===== src/rtl/serial_ripple_subtractor_pkg.sv =====
// Shared definitions for the bit-serial subtractor: FSM encoding and
// the count-register width helper.
package serial_ripple_subtractor_pkg;

    typedef enum logic [1:0] {
        IDLE = 2'd0,
        RUN  = 2'd1,
        DONE = 2'd2
    } state_e;

    // Bits needed to count 0..w-1, never less than one.
    function automatic int cnt_width(input int w);
        return (w <= 2) ? 1 : $clog2(w);
    endfunction

endpackage


===== src/rtl/serial_ripple_subtractor_full_subtractor.sv =====
// Single-bit full subtractor cell: diff = x - y - bi, bo = borrow out.
// Purely combinational.
module full_subtractor (
    input  logic x,
    input  logic y,
    input  logic bi,
    output logic diff,
    output logic bo
);

    assign diff = x ^ y ^ bi;
    assign bo   = (~x & y) | (~(x ^ y) & bi);

endmodule


===== src/rtl/serial_ripple_subtractor.sv =====
// Bit-serial subtractor D = A - B - bin, one bit per clock, LSB first.
// Define SERIAL_SUB_OVF_EN to add the signed-overflow output ovf.
module serial_ripple_subtractor
    import serial_ripple_subtractor_pkg::*;
#(
    parameter int WIDTH = 4
) (
    input  logic             clk,
    input  logic             rst,
    input  logic             start_valid,
    output logic             start_ready,
    input  logic [WIDTH-1:0] a,
    input  logic [WIDTH-1:0] b,
    input  logic             bin,
    output logic [WIDTH-1:0] d,
    output logic             bout,
`ifdef SERIAL_SUB_OVF_EN
    output logic             ovf,
`endif
    output logic             done_valid,
    input  logic             done_ready
);

    localparam int CW = cnt_width(WIDTH);

    state_e           state_q, state_d;
    logic [WIDTH-1:0] sa_q, sb_q, res_q, d_q;
    logic             br_q, bout_q;
    logic [CW-1:0]    cnt_q;
    logic             diff, nbr, last;

    assign last = (cnt_q == CW'(WIDTH - 1));

    full_subtractor u_fs (
        .x    (sa_q[0]),
        .y    (sb_q[0]),
        .bi   (br_q),
        .diff (diff),
        .bo   (nbr)
    );

    always_ff @(posedge clk or posedge rst) begin
        if (rst) begin
            state_q <= IDLE;
        end else begin
            state_q <= state_d;
        end
    end

    always_comb begin
        state_d = state_q;
        unique case (state_q)
            IDLE:    if (start_valid) state_d = RUN;
            RUN:     if (last) state_d = DONE;
            DONE:    if (done_ready) state_d = IDLE;
            default: state_d = IDLE;
        endcase
    end

    always_comb begin
        start_ready = (state_q == IDLE);
        done_valid  = (state_q == DONE);
    end

    always_ff @(posedge clk or posedge rst) begin
        if (rst) begin
            sa_q   <= '0;
            sb_q   <= '0;
            res_q  <= '0;
            br_q   <= 1'b0;
            cnt_q  <= '0;
            d_q    <= '0;
            bout_q <= 1'b0;
        end else begin
            unique case (state_q)
                IDLE: begin
                    if (start_valid) begin
                        sa_q  <= a;
                        sb_q  <= b;
                        br_q  <= bin;
                        cnt_q <= '0;
                    end
                end
                RUN: begin
                    sa_q  <= sa_q >> 1;
                    sb_q  <= sb_q >> 1;
                    res_q <= {diff, res_q[WIDTH-1:1]};
                    br_q  <= nbr;
                    cnt_q <= cnt_q + CW'(1);
                    // Outputs only move on entry to DONE, so they hold afterwards.
                    if (last) begin
                        d_q    <= {diff, res_q[WIDTH-1:1]};
                        bout_q <= nbr;
                    end
                end
                default: ;
            endcase
        end
    end

    assign d    = d_q;
    assign bout = bout_q;

`ifdef SERIAL_SUB_OVF_EN
    logic a_msb_q, b_msb_q, ovf_q;

    always_ff @(posedge clk or posedge rst) begin
        if (rst) begin
            a_msb_q <= 1'b0;
            b_msb_q <= 1'b0;
            ovf_q   <= 1'b0;
        end else begin
            if (state_q == IDLE && start_valid) begin
                a_msb_q <= a[WIDTH-1];
                b_msb_q <= b[WIDTH-1];
            end
            if (state_q == RUN && last) begin
                ovf_q <= (a_msb_q != b_msb_q) && (diff != a_msb_q);
            end
        end
    end

    assign ovf = ovf_q;
`endif

endmodule


===== config.mk =====
export PLATFORM = sky130hd
export DESIGN_NAME = serial_ripple_subtractor
export DESIGN_NICKNAME = d
export VERILOG_FILES = /design/src/rtl/serial_ripple_subtractor_pkg.sv /design/src/rtl/serial_ripple_subtractor_full_subtractor.sv /design/src/rtl/serial_ripple_subtractor.sv
export SDC_FILE = /design/constraint.sdc
export NUM_CORES = 1
export LEC_CHECK = 0
export ABC_CLOCK_PERIOD_IN_PS = 2900
export BUFFER_PORTS_ARGS = -buffer_cell sky130_fd_sc_hd__buf_2
export CAP_MARGIN = 25
export CORE_ASPECT_RATIO = 1.1
export CORE_MARGIN = 2
export CORE_UTILIZATION = 56
export DETAILED_ROUTE_END_ITERATION = 8
export HOLD_SLACK_MARGIN = 0.15
export PLACE_DENSITY = 0.87
export SETUP_SLACK_MARGIN = 0.05
export SYNTH_ARGS = -nofsm -noshare
export SYNTH_HDL_FRONTEND = slang
export SYNTH_SLANG_ARGS = --single-unit
export TNS_END_PERCENT = 20

===== constraint.sdc =====
create_clock -name clk -period 2.9 [get_ports clk]
set_clock_uncertainty 0.05 [all_clocks]
set_input_delay 0.145 -clock clk [delete_from_list [all_inputs] [get_ports clk]]
set_output_delay 0.145 -clock clk [all_outputs]
set_load 0.02 [all_outputs]

==> results.sh <==
export IMPL_antenna_cells=0
export IMPL_seqPwrFrac=0.434
export IMPL_status="complete, no violations"
export IMPL_rsz0062_at_grt="false"
export IMPL_postSynthCellCount=81
export IMPL_final_hold_violation_count=0
export IMPL_ys_warn_count=0
export IMPL_insertion_delay_ns=0.29
export IMPL_syn_mean_instance_area_um2=11.9
export IMPL_clockBufferDepth=2
export IMPL_timing_final_crit_share=0.504
export IMPL_drtIter0Drc=21
export IMPL_netlist_area_um2=963
export IMPL_cp_startpoint="state_q[1]"
export IMPL_power_switching_w=0.000515
export IMPL_powerDensity_mw_per_mm2=1100
export IMPL_routedWlPerCell_um=15.5
export IMPL_dpl_hpwl_um=1310
export IMPL_grt_pass1_vias=730
export IMPL_cpPeakStageDelay_ns=0.45
export IMPL_cts_tree="built"
export IMPL_port_buffers=19
export IMPL_crit_type="reg -> out"
export IMPL_gp_congestion=0.765
export IMPL_grt_max_degree=22
export IMPL_layout_setup_ws_ns=1.44
export IMPL_arrival_ns=1.27
export IMPL_grt_use_total=0.213
export IMPL_max_cap_violations=0
export IMPL_path_buf_inv=2
export IMPL_end_kind="output port"
export IMPL_dr_pass1_iters=4
export IMPL_pin_count=20
export IMPL_fp_dieH_um=47.5
export IMPL_cts_buffers=3
export IMPL_antenna_left=0
export IMPL_rows=15
export IMPL_crit_family="buffers and inverters"
export IMPL_clock_sinks=21
export IMPL_finalMaxSlewViolations=0
export IMPL_initial_core_util=0.604
export IMPL_fin_tns_setup_ns=0
export IMPL_dieArea_mm2=0.00207
export IMPL_synth_seq_area_share=0.545
export IMPL_viasPerCell=5.88
export IMPL_finalNetCount=126
export IMPL_setup_violations=0
export IMPL_cts_setup_buffers=0
export IMPL_relSlewSlack=0.493
export IMPL_clockRootBuffer="clkbuf_4"
export IMPL_crit_chain="inv_1, nor2_1, buf_2"
export IMPL_min_path_type="in -> reg"
export IMPL_cts_resized_gates=0
export IMPL_ctsHoldBuffers=11
export IMPL_irDropWorstVdd_v=0.000683
export IMPL_via_count=747
export IMPL_synthDistinctLibCells=20
export IMPL_syn_to_final_growth_pct=22.1
export IMPL_finalCriticalPeriod_ns=1.46
export IMPL_pwr_share_comb=0.461
export IMPL_grt_pass1_wl_um=3130
export IMPL_p_leak_nw=0.570
export IMPL_layout_drive_gt1_share=0.282
export IMPL_p_sw_frac=0.397
export IMPL_die_x_um=43.5
export IMPL_max_freq_mhz=684
export IMPL_core_mm2=0.00160
export IMPL_p_int_w=0.000782
export IMPL_cp_start_kind="flip-flop"
export IMPL_pwr_share_clk=0.105
export IMPL_crit_required_ns=2.71
export IMPL_fill_cells=97
export IMPL_fin_cells=127
export IMPL_tightestPinTransition_ns=0.760
export IMPL_antenna_found_initial=0
export IMPL_h_tree_depth=1
export IMPL_yosys_register_bits=21
export IMPL_crit_slowest_cell="dfrtp_1"
export IMPL_r2r_start="sb_q[0]"
export IMPL_synth_nets=96
export IMPL_grt_remaining_overflow=0
export IMPL_drc_errors=0
export IMPL_whs_ns=0.232
export IMPL_hp_start="start_valid"
export IMPL_cp_max_fo=11
export IMPL_wl_um=1960
export IMPL_path_clk_slew_ns=0.11
export IMPL_dp_slack_ns=1.52
export IMPL_dp_cells=112
==> cell usage after synthesis, drive strengths merged <==
master,instances,area share
fa,1,0.021
a21oi,8,0.042
mux2,7,0.097
nand2,2,0.0078
nand3b,1,0.021
dfrtp,21,0.55
o31ai,2,0.016
o21ai,5,0.026
nand2b,2,0.021
inv,7,0.027
a32o,1,0.010
nor2,3,0.012
buf,5,0.042
o22ai,14,0.091
ha,1,0.013
o2bb2ai,1,0.0091
==> through the flow <==
stage,power (W),area (µm²),utilization
final,0.00130,1180,0.737
after global routing,0.00139,1180,0.737
after CTS,0.00129,1180,0.737
after detailed placement,0.00115,1040,0.652
after global placement,0.00111,1040,0.652
after floorplan,0.00104,963,-
==> registers in the layout (all words and copies together) (netlist names) <==
signal	count
bout	1
sb_q	4
state_q	2
sa_q	4
res_q	3
cnt_q	2
d	4
br_q	1
==> worst paths after layout <==
check / to / slack [ns] / cells after the start
max in group asynchronous: res_q[1] / 1.85 / 3
worst min-delay path: sa_q[2] / 0.23 / 3
worst min register to register: cnt_q[0] / 0.46 / 1
worst max-delay path: done_valid / 1.44 / 3
min in group asynchronous: bout / 0.47 / 3
worst max register to register: res_q[3] / 1.50 / 3
==> layout by cell type (no fill, tap or decap), drive strengths merged <==
master,instances
a21oi,8
a32o,1
buf,19
clkbuf,4
dfrtp,21
dlygate4sd3,11
fa,1
ha,1
inv,7
mux2,7
nand2,2
nand2b,2
nand3b,1
nor2,3
o21ai,5
o22ai,14
o2bb2ai,1
o31ai,2
==> power groups by stage <==
stage	Combinational, W	Sequential (W)	Clock (W)
floorplan	0.000468	0.000568	0
global placement	0.000558	0.000556	0
detailed placement	0.000589	0.000565	0
CTS	0.000597	0.000559	0.000138
global route	0.000666	0.000579	0.000147
finish	0.000598	0.000563	0.000136
==> worst min-delay path, delay by kind of cell <==
family	cells	cell delay, ns
AO/OA/AOI/OAI	2	0.23
buffers and inverters	1	0.16
==> layout make-up <==
class,count,area [µm²],share of cell area
clock buffer,4,26.3,0.0223
inverter,7,26.3,0.0223
tap,17,21.3,0.0181
timing repair buffer,30,205,0.174
sequential,21,526,0.447
multi-input combinational,48,372,0.316
==> metal layers <==
| layer | global-route usage | share of wire | vias to the layer above |
|---|---|---|---|
| met5 | 0 | 0 | - |
| li1 | - | - | 353 |
| met2 | 0.394 | 0.53 | 37 |
| met1 | 0.249 | 0.39 | 352 |
| met3 | 0.0415 | 0.060 | 5 |
| met4 | 0.0788 | 0.013 | 0 |
==> kinds of logic after synthesis <==
| logic type | Yosys count | synth area share |
|---|---|---|
| mux | 7 | 0.0974 |
| compound gates | 31 | 0.193 |
| buf+inv | 12 | 0.0688 |
| fa+ha+maj | 2 | 0.0338 |
| flops | 21 | 0.545 |
| simple gates | 8 | 0.0610 |
No activity file was read; power rests on OpenSTA's default activity.
